## config.mk

```make
export PLATFORM = sky130hd
export DESIGN_NAME = muldiv_unit
export DESIGN_NICKNAME = d
export VERILOG_FILES = /design/src/rtl/muldiv_unit.sv
export SDC_FILE = /design/constraint.sdc
export NUM_CORES = 1
export LEC_CHECK = 0
export BUFFER_PORTS_ARGS = -buffer_cell sky130_fd_sc_hd__buf_2
export CORE_MARGIN = 3
export CORE_UTILIZATION = 63
export CTS_CLUSTER_SIZE = 40
export DETAILED_ROUTE_END_ITERATION = 10
export GPL_TIMING_DRIVEN = 0
export HOLD_SLACK_MARGIN = 0.03
export PLACE_DENSITY = 0.85
export SLEW_MARGIN = 20
export SYNTH_ARGS = -nofsm -noshare
export SYNTH_HDL_FRONTEND = slang
export SYNTH_SLANG_ARGS = --single-unit
```

## constraint.sdc

```tcl
create_clock -name Clk_in -period 3.9 [get_ports Clk_in]
set_input_delay 0.195 -clock Clk_in [delete_from_list [all_inputs] [get_ports Clk_in]]
set_output_delay 0.195 -clock Clk_in [all_outputs]
set_load 0.05 [all_outputs]
```

## src/rtl/muldiv_unit.sv

```systemverilog
// Iterative multiply/divide unit owning the HI/LO pair.
// One product/quotient bit per cycle, then a sign fix-up.
module muldiv_unit (
  input  logic        Clk_in,
  input  logic        Rst_n_in,
  input  logic        Start_in,
  input  logic [5:0]  Func_in,
  input  logic [31:0] A_in,
  input  logic [31:0] B_in,
  output logic [31:0] O_out,
  output logic        Busy_out,
  output logic        Done_out
);

  typedef enum logic [1:0] {
    S_IDLE,
    S_CALC,
    S_FIX
  } state_t;

  state_t state, state_nx;

  logic [31:0] hi, lo, opnd;
  logic [63:0] acc;
  logic [4:0]  cnt;
  logic        is_div, neg_res, neg_rem;
  logic        div_zero, done;

  logic        accept, is_md, is_div_op;
  logic        sgn_a, sgn_b;
  logic [31:0] abs_a, abs_b;

  assign accept    = Start_in
                   && (state == S_IDLE)
                   && (Func_in[5:3] == 3'b110);
  assign is_md     = ~Func_in[2];
  assign is_div_op = Func_in[1];
  assign sgn_a     = ~Func_in[0] & A_in[31];
  assign sgn_b     = ~Func_in[0] & B_in[31];
  assign abs_a     = sgn_a ? (~A_in + 32'd1) : A_in;
  assign abs_b     = sgn_b ? (~B_in + 32'd1) : B_in;

  // Shift-add: acc = {partial product, unconsumed multiplier}.
  logic [32:0] m_sum;
  logic [63:0] m_next;
  assign m_sum  = {1'b0, acc[63:32]}
                + (acc[0] ? {1'b0, opnd} : 33'd0);
  assign m_next = {m_sum, acc[31:1]};

  // Restoring divide: acc = {remainder, dividend/quotient}.
  logic [32:0] d_t, d_sub;
  logic        d_ge;
  logic [63:0] d_next;
  assign d_t    = {acc[63:32], acc[31]};
  assign d_sub  = d_t - {1'b0, opnd};
  assign d_ge   = d_t >= {1'b0, opnd};
  assign d_next = {d_ge ? d_sub[31:0] : d_t[31:0],
                   acc[30:0], d_ge};

  logic [63:0] p_fix;
  logic [31:0] q_fix, r_fix;
  assign p_fix = neg_res ? (~acc + 64'd1) : acc;
  assign q_fix = neg_res ? (~acc[31:0] + 32'd1)
                         : acc[31:0];
  assign r_fix = neg_rem ? (~acc[63:32] + 32'd1)
                         : acc[63:32];

  always_ff @(posedge Clk_in) begin
    if (!Rst_n_in) state <= S_IDLE;
    else           state <= state_nx;
  end

  always_comb begin
    state_nx = state;
    unique case (state)
      S_IDLE: if (accept && is_md) state_nx = S_CALC;
      S_CALC: if (cnt == 5'd31)    state_nx = S_FIX;
      S_FIX:                       state_nx = S_IDLE;
      default:                     state_nx = S_IDLE;
    endcase
  end

  always_ff @(posedge Clk_in) begin
    if (!Rst_n_in) begin
      hi       <= '0;
      lo       <= '0;
      opnd     <= '0;
      acc      <= '0;
      cnt      <= '0;
      is_div   <= 1'b0;
      neg_res  <= 1'b0;
      neg_rem  <= 1'b0;
      div_zero <= 1'b0;
      done     <= 1'b0;
    end else begin
      done <= (state == S_FIX);
      unique case (state)
        S_IDLE: begin
          if (accept && !is_md) begin
            if (Func_in[1:0] == 2'b10) hi <= A_in;
            if (Func_in[1:0] == 2'b11) lo <= A_in;
          end else if (accept) begin
            is_div   <= is_div_op;
            neg_res  <= sgn_a ^ sgn_b;
            neg_rem  <= sgn_a;
            div_zero <= is_div_op && (B_in == 32'd0);
            opnd     <= is_div_op ? abs_b : abs_a;
            acc      <= {32'd0, is_div_op ? abs_a : abs_b};
            cnt      <= '0;
          end
        end
        S_CALC: begin
          acc <= is_div ? d_next : m_next;
          cnt <= cnt + 5'd1;
        end
        S_FIX: begin
          if (is_div) begin
            hi <= r_fix;
            lo <= div_zero ? 32'hFFFF_FFFF : q_fix;
          end else begin
            hi <= p_fix[63:32];
            lo <= p_fix[31:0];
          end
        end
        default: ;
      endcase
    end
  end

  always_comb begin
    O_out = '0;
    unique case (Func_in)
      6'b110100: O_out = hi;
      6'b110101: O_out = lo;
      default:   O_out = '0;
    endcase
  end

  assign Busy_out = (state != S_IDLE);
  assign Done_out = done;

endmodule

```

Word level (Yosys, flattened, before mapping) --
Cells that the tools add are included.
Storage, ports and cells: bits in registers 172, word-level logic and storage cells 90, input port bits 73, output and inout bits 34
Operators by class: equal/unequal tests 15, multiplexer cells 29, bitwise logic cells 11, order comparisons 1, reductions and logical operators 15, add/sub/neg operators 8
Operators with widths (number):
- 32-bit 2-to-1 mux | 15
- 64-bit 2-to-1 mux | 4
- 32-bit one-hot mux with 2 select lines | 3
- 32-bit by 1-bit adder with 32-bit output (second input constant) | 4
- 32-bit NOT | 4
- 64-bit one-hot mux with 2 select lines | 1
- 64-bit by 1-bit adder with 64-bit output (second input constant) | 1
- 64-bit NOT | 1
- 32-bit by 32-bit adder with 33-bit output | 1
- 33-bit by 32-bit >= comparator with 1-bit output | 1
- 32-bit logical NOT | 1
- 32-bit subtractor | 1
- 6-bit == test (second input constant) | 2
- 3-bit AND reduction | 4
- 5-bit 2-to-1 mux | 2
- 5-bit one-hot mux with 2 select lines | 1
- 2-bit by 1-bit inequality test with 1-bit output (second input constant) | 4
- 2-bit == test (second input constant) | 3
- 2-bit inequality test (second input constant) | 3
- 2-bit nonzero test | 3
- 5-bit by 1-bit adder with 5-bit output (second input constant) | 1
- 5-bit == test (second input constant) | 1
- 1-bit logical AND | 5
- 2-bit 2-to-1 mux | 2
- 8 further kinds | 11

Depth between registers and ports, before layout --
depth in word-level cells 7, gate-level depth with buffers 14, depth with buffers taken out 13

Worst setup path before layout --
Ideal clock, no wire load.
path kind flip-flop to flip-flop, start reg acc[0], end reg acc[60], path slack 819 ps, clock period less this slack 3081 ps, path buffers 1, setup time 137 ps, cell stages (with the launch flop) 14, data required time 3763 ps, data arrival time 2944 ps, cells stage by stage dfxtp_1 inv_1 clkbuf_1 nor2_1 ha_1 a211o_1 a221o_1 a2111oi_4 o32ai_1 and3_1 a211oi_2 xnor2_1 o311ai_2 a31oi_1
Between the ends: longest elaborated chain between the ends 4
RTL lines:
- start, declared | line 24 | logic [63:0] acc;
- start signal, assigned | line 108 | acc <= {32'd0, is_div_op ? abs_a : abs_b};
- start signal, assigned | line 113 | acc <= is_div ? d_next : m_next;
- 32-bit 2-to-1 mux | line 47 | + (acc[0] ? {1'b0, opnd} : 33'd0);
- 32-bit by 32-bit adder with 33-bit output | line 47
- 64-bit 2-to-1 mux | line 113
- 64-bit one-hot mux with 2 select lines | line 97 | unique case (state)
Every way passes these cells. A chain may end at the register's enable or synchronous reset.

Final worst setup path --
Ends and elaborated chain as after synthesis.

==> results.py <==
metrics = {
    "final_layout": {
        "nNetsFinal": 2297,
        "layout-drive-gt1-share_pct": 9.89,
        "stdcell_count": 2482,
        "area_delta_synth_final_pct": 10.2,
        "design_area_sq_um": 16700,
        "num-fill-cells": 2036,
        "antenna_cells": 0,
        "final_util_pct": 70.8,
    },
    "placement": {
        "dp_cells": 2452,
        "place_hpwl_microns": 47000,
        "place_ws_ns": -0.327,
        "dpl_cell_area_sq_um": 16000,
        "portBuffers": 101,
        "gp_congestion": 1.06,
    },
    "power_and_ir_drop": {
        "power.density_nw_per_um2": 284,
        "power_mw": 4.73,
        "total_leakage_power_nw": 6.82,
        "ir_drop_uv": 302,
    },
    "logic_synthesis": {
        "seq_area_frac_synth_pct": 22.7,
        "synth_top_area_share_pct": 22.7,
        "synthTopCellsByArea": "dfxtp_1 (23%), a21oi_1 (6.4%), xnor2_1 (5.9%)",
        "synth.most_common_cell": "nor2_1",
        "synth.cell_area_sq_um": 15100,
        "synthDistinctLibCells": 86,
        "synth_area_per_cell_sq_um": 7.45,
        "yosysTopAreaCell": "dfxtp_1",
        "synth_top_flop_cell": "dfxtp_1",
        "synth_edf_count": 0,
        "synthesis.nets": 2177,
        "synthTopCellsByCount": "nor2_1 (197), a21oi_1 (194), nand2_1 (185)",
        "ys_seq_elements": 172,
        "synthArstFlopShare_pct": 0,
        "synthCells": 2032,
        "yosys_warnings": 0,
    },
    "timing": {
        "setup_ws_ns": 0.0861,
        "period_minus_slack_ns": 3.81,
        "finClkSkew_ns": 0.0180,
        "fmaxAchievable_mhz": 262,
        "max_slew.worst_pin.slew_ns": 1.01,
        "slew_violations": 0,
        "slew_headroom_pct": 32.4,
        "rsz0062_at_grt": "false",
        "period_share_pct": 97.8,
        "hold_viol_final": 0,
        "setup-violations-final": 0,
    },
    "global_routing": {
        "grt_start_max_net_pins": 17,
        "antenna_found_initial": 0,
        "overflow": 0,
        "grt_use_total_pct": 44.4,
        "grt_first_pass_wirelength_microns": 89500,
        "grt_pass1_vias": 15091,
    },
    "cts": {
        "cts_root_buf": "clkbuf_16",
        "clock_path_buffers": 2,
        "clk_latency_ns": 0.45,
        "numCtsBuffers": 17,
        "cts_sinks": 172,
        "clkTransAtPathRegs_ns": 0.07,
        "cts_tree": "built",
        "htreeDepth": 4,
        "postCtsHoldBufs": 0,
    },
    "setup_path": {
        "critPathMostFrequentCell": "o211ai_1",
        "path_cells": "inv_1 -> clkbuf_2 -> nor2_1 -> ha_1 -> o211ai_1 -> o211ai_1 -> a2111oi_4 -> o32ai_2 -> and3_1 -> a211oi_2 -> xnor2_2 -> o311ai_2 -> a31oi_1",
        "cpPeakStageDelay_ns": 0.57,
        "crit_fanout": 10,
        "cp-start-kind": "flip-flop",
        "worstPathBufferInverterCount": 2,
        "path_class": "reg -> reg",
        "cp.arrival_ns": 4.18,
        "cp_slowest_cell": "o32ai_2",
        "critPathCaptureType": "flip-flop",
        "required_ns": 4.27,
        "path_delay_family": "compound AO/OA/AOI/OAI gates",
    },
    "detailed_routing": {
        "drt_first_iter_violations": 2487,
        "route.vias.total": 16936,
        "firstDrtPassIters": 7,
        "antenna_left": 0,
        "vias_per_cell": 6.82,
        "avgRoutedWirePerCell_microns": 24.1,
        "routed_wl_microns": 59700,
        "drcViolationCount": 0,
    },
    "floorplanning": {
        "core_area_sq_um": 23500,
        "io_pins": 107,
        "die_h_microns": 161,
        "start_util_pct": 64.3,
        "die-area_sq_um": 25900,
        "num_rows": 56,
        "die_w_microns": 161,
    },
    "run": {
        "max_cap_violations": 0,
    },
    "hold_path": {
        "hold_class": "in -> reg",
    },
    "outcome": {
        "outcome": "completed",
    },
}
-- state kept, by name, indices dropped and copies added, names as in the netlist --
name,flops
state,2
acc,64
cnt,5
opnd,32
Done_out,1
lo,32
div_zero,1
neg_res,1
neg_rem,1
is_div,1
hi,32
-- metal layers --
metal | up-vias | part of all wire [%] | global-route usage [%] | wire length (microns)
met5 | - | 0 | 0 | 0
li1 | 7620 | - | - | -
met3 | 191 | 16 | 12.5 | 9280
met1 | 7816 | 40 | 63.4 | 23700
met2 | 1309 | 40 | 62.5 | 23600
met4 | 0 | 5.3 | 19.3 | 3170
-- path summary, 6_finish.rpt --
check	start	to	slack, ns	cells after the start
worst min-delay path	A_in[30]	hi[30]	0.1	3
worst max-delay path	acc[0]	acc[60]	0.09	13
worst max register to register	acc[0]	acc[60]	0.09	13
worst min register to register	lo[29]	lo[29]	0.46	2
-- placed cells by master, fill, tap and decap left out, types with 15 or more instances in the layout --
cell type and count:
and3_1 20, nand2b_1 24, nor4_1 16, buf_2 113, nor2_1 197, or3_1 20, a21oi_1 194, o21ai_0 117
o31ai_1 19, a211oi_1 18, a21boi_0 47, nor2b_1 15, nor3_1 38, nand3_1 48, o221ai_1 50, o21ai_1 31
inv_1 65, ha_1 70, clkbuf_1 118, nand4_1 17, xor2_1 73, nand2_1 185, xnor2_1 101, a21o_1 32
clkbuf_16 17, mux2i_1 77, o211ai_1 33, dfxtp_1 171
-- logic make-up (layout without fill, tap and decap cells) --
| group | Yosys count | in the layout | share of synthesized area [%] |
|---|---|---|---|
| adder cells (fa/ha/maj) | 72 | 72 | 6.05 |
| XOR/XNOR | 175 | 175 | 10.1 |
| multiplexers | 92 | 92 | 6.21 |
| buffers and inverters | 219 | 350 | 5.81 |
| flip-flops | 172 | 172 | 22.7 |
| AND/OR/NAND/NOR | 641 | 641 | 20.3 |
| AO/OA/AOI/OAI | 661 | 661 | 28.8 |
-- tightest hold or removal path: cells and delay by family --
kind	cells	cell delay, ns
and+or+nand+nor	2	0.15
buffers and inverters	1	0.14
-- report_power, final --
group / switching, mW / total (mW) / internal, mW
logic: 0.689 / 1.07 / 0.378
clock network: 0.838 / 1.86 / 1.02
registers: 0.0304 / 1.81 / 1.78
total: 1.56 / 4.73 / 3.18
-- through the flow --
step,hold WS [ns],TNS (ns)
final,0.0997,0
after global routing,0.111,0
after CTS,0.100,0
after detailed placement,0.446,-0.694
after global placement,0.444,-0.537
after floorplan,0.348,0
-- final cells by class --
class	count	area [sq um]	area share [%]
Multi-Input combinational cell	1641	10800	65.0
Sequential cell	172	3440	20.7
Buffer	154	639	3.83
Timing Repair Buffer	101	505	3.03
Clock buffer	17	425	2.55
Tap cell	319	399	2.39
Inverter	65	244	1.46
Clock inverter	13	181	1.09
-- timing repair --
item                       in CTS  in global routing
setup buffers                   0                  0
setup endpoints to repair       7                  4
resized for setup               5                  5
pin swaps                       1                  1
No activity file was read; power rests on OpenSTA's default activity.
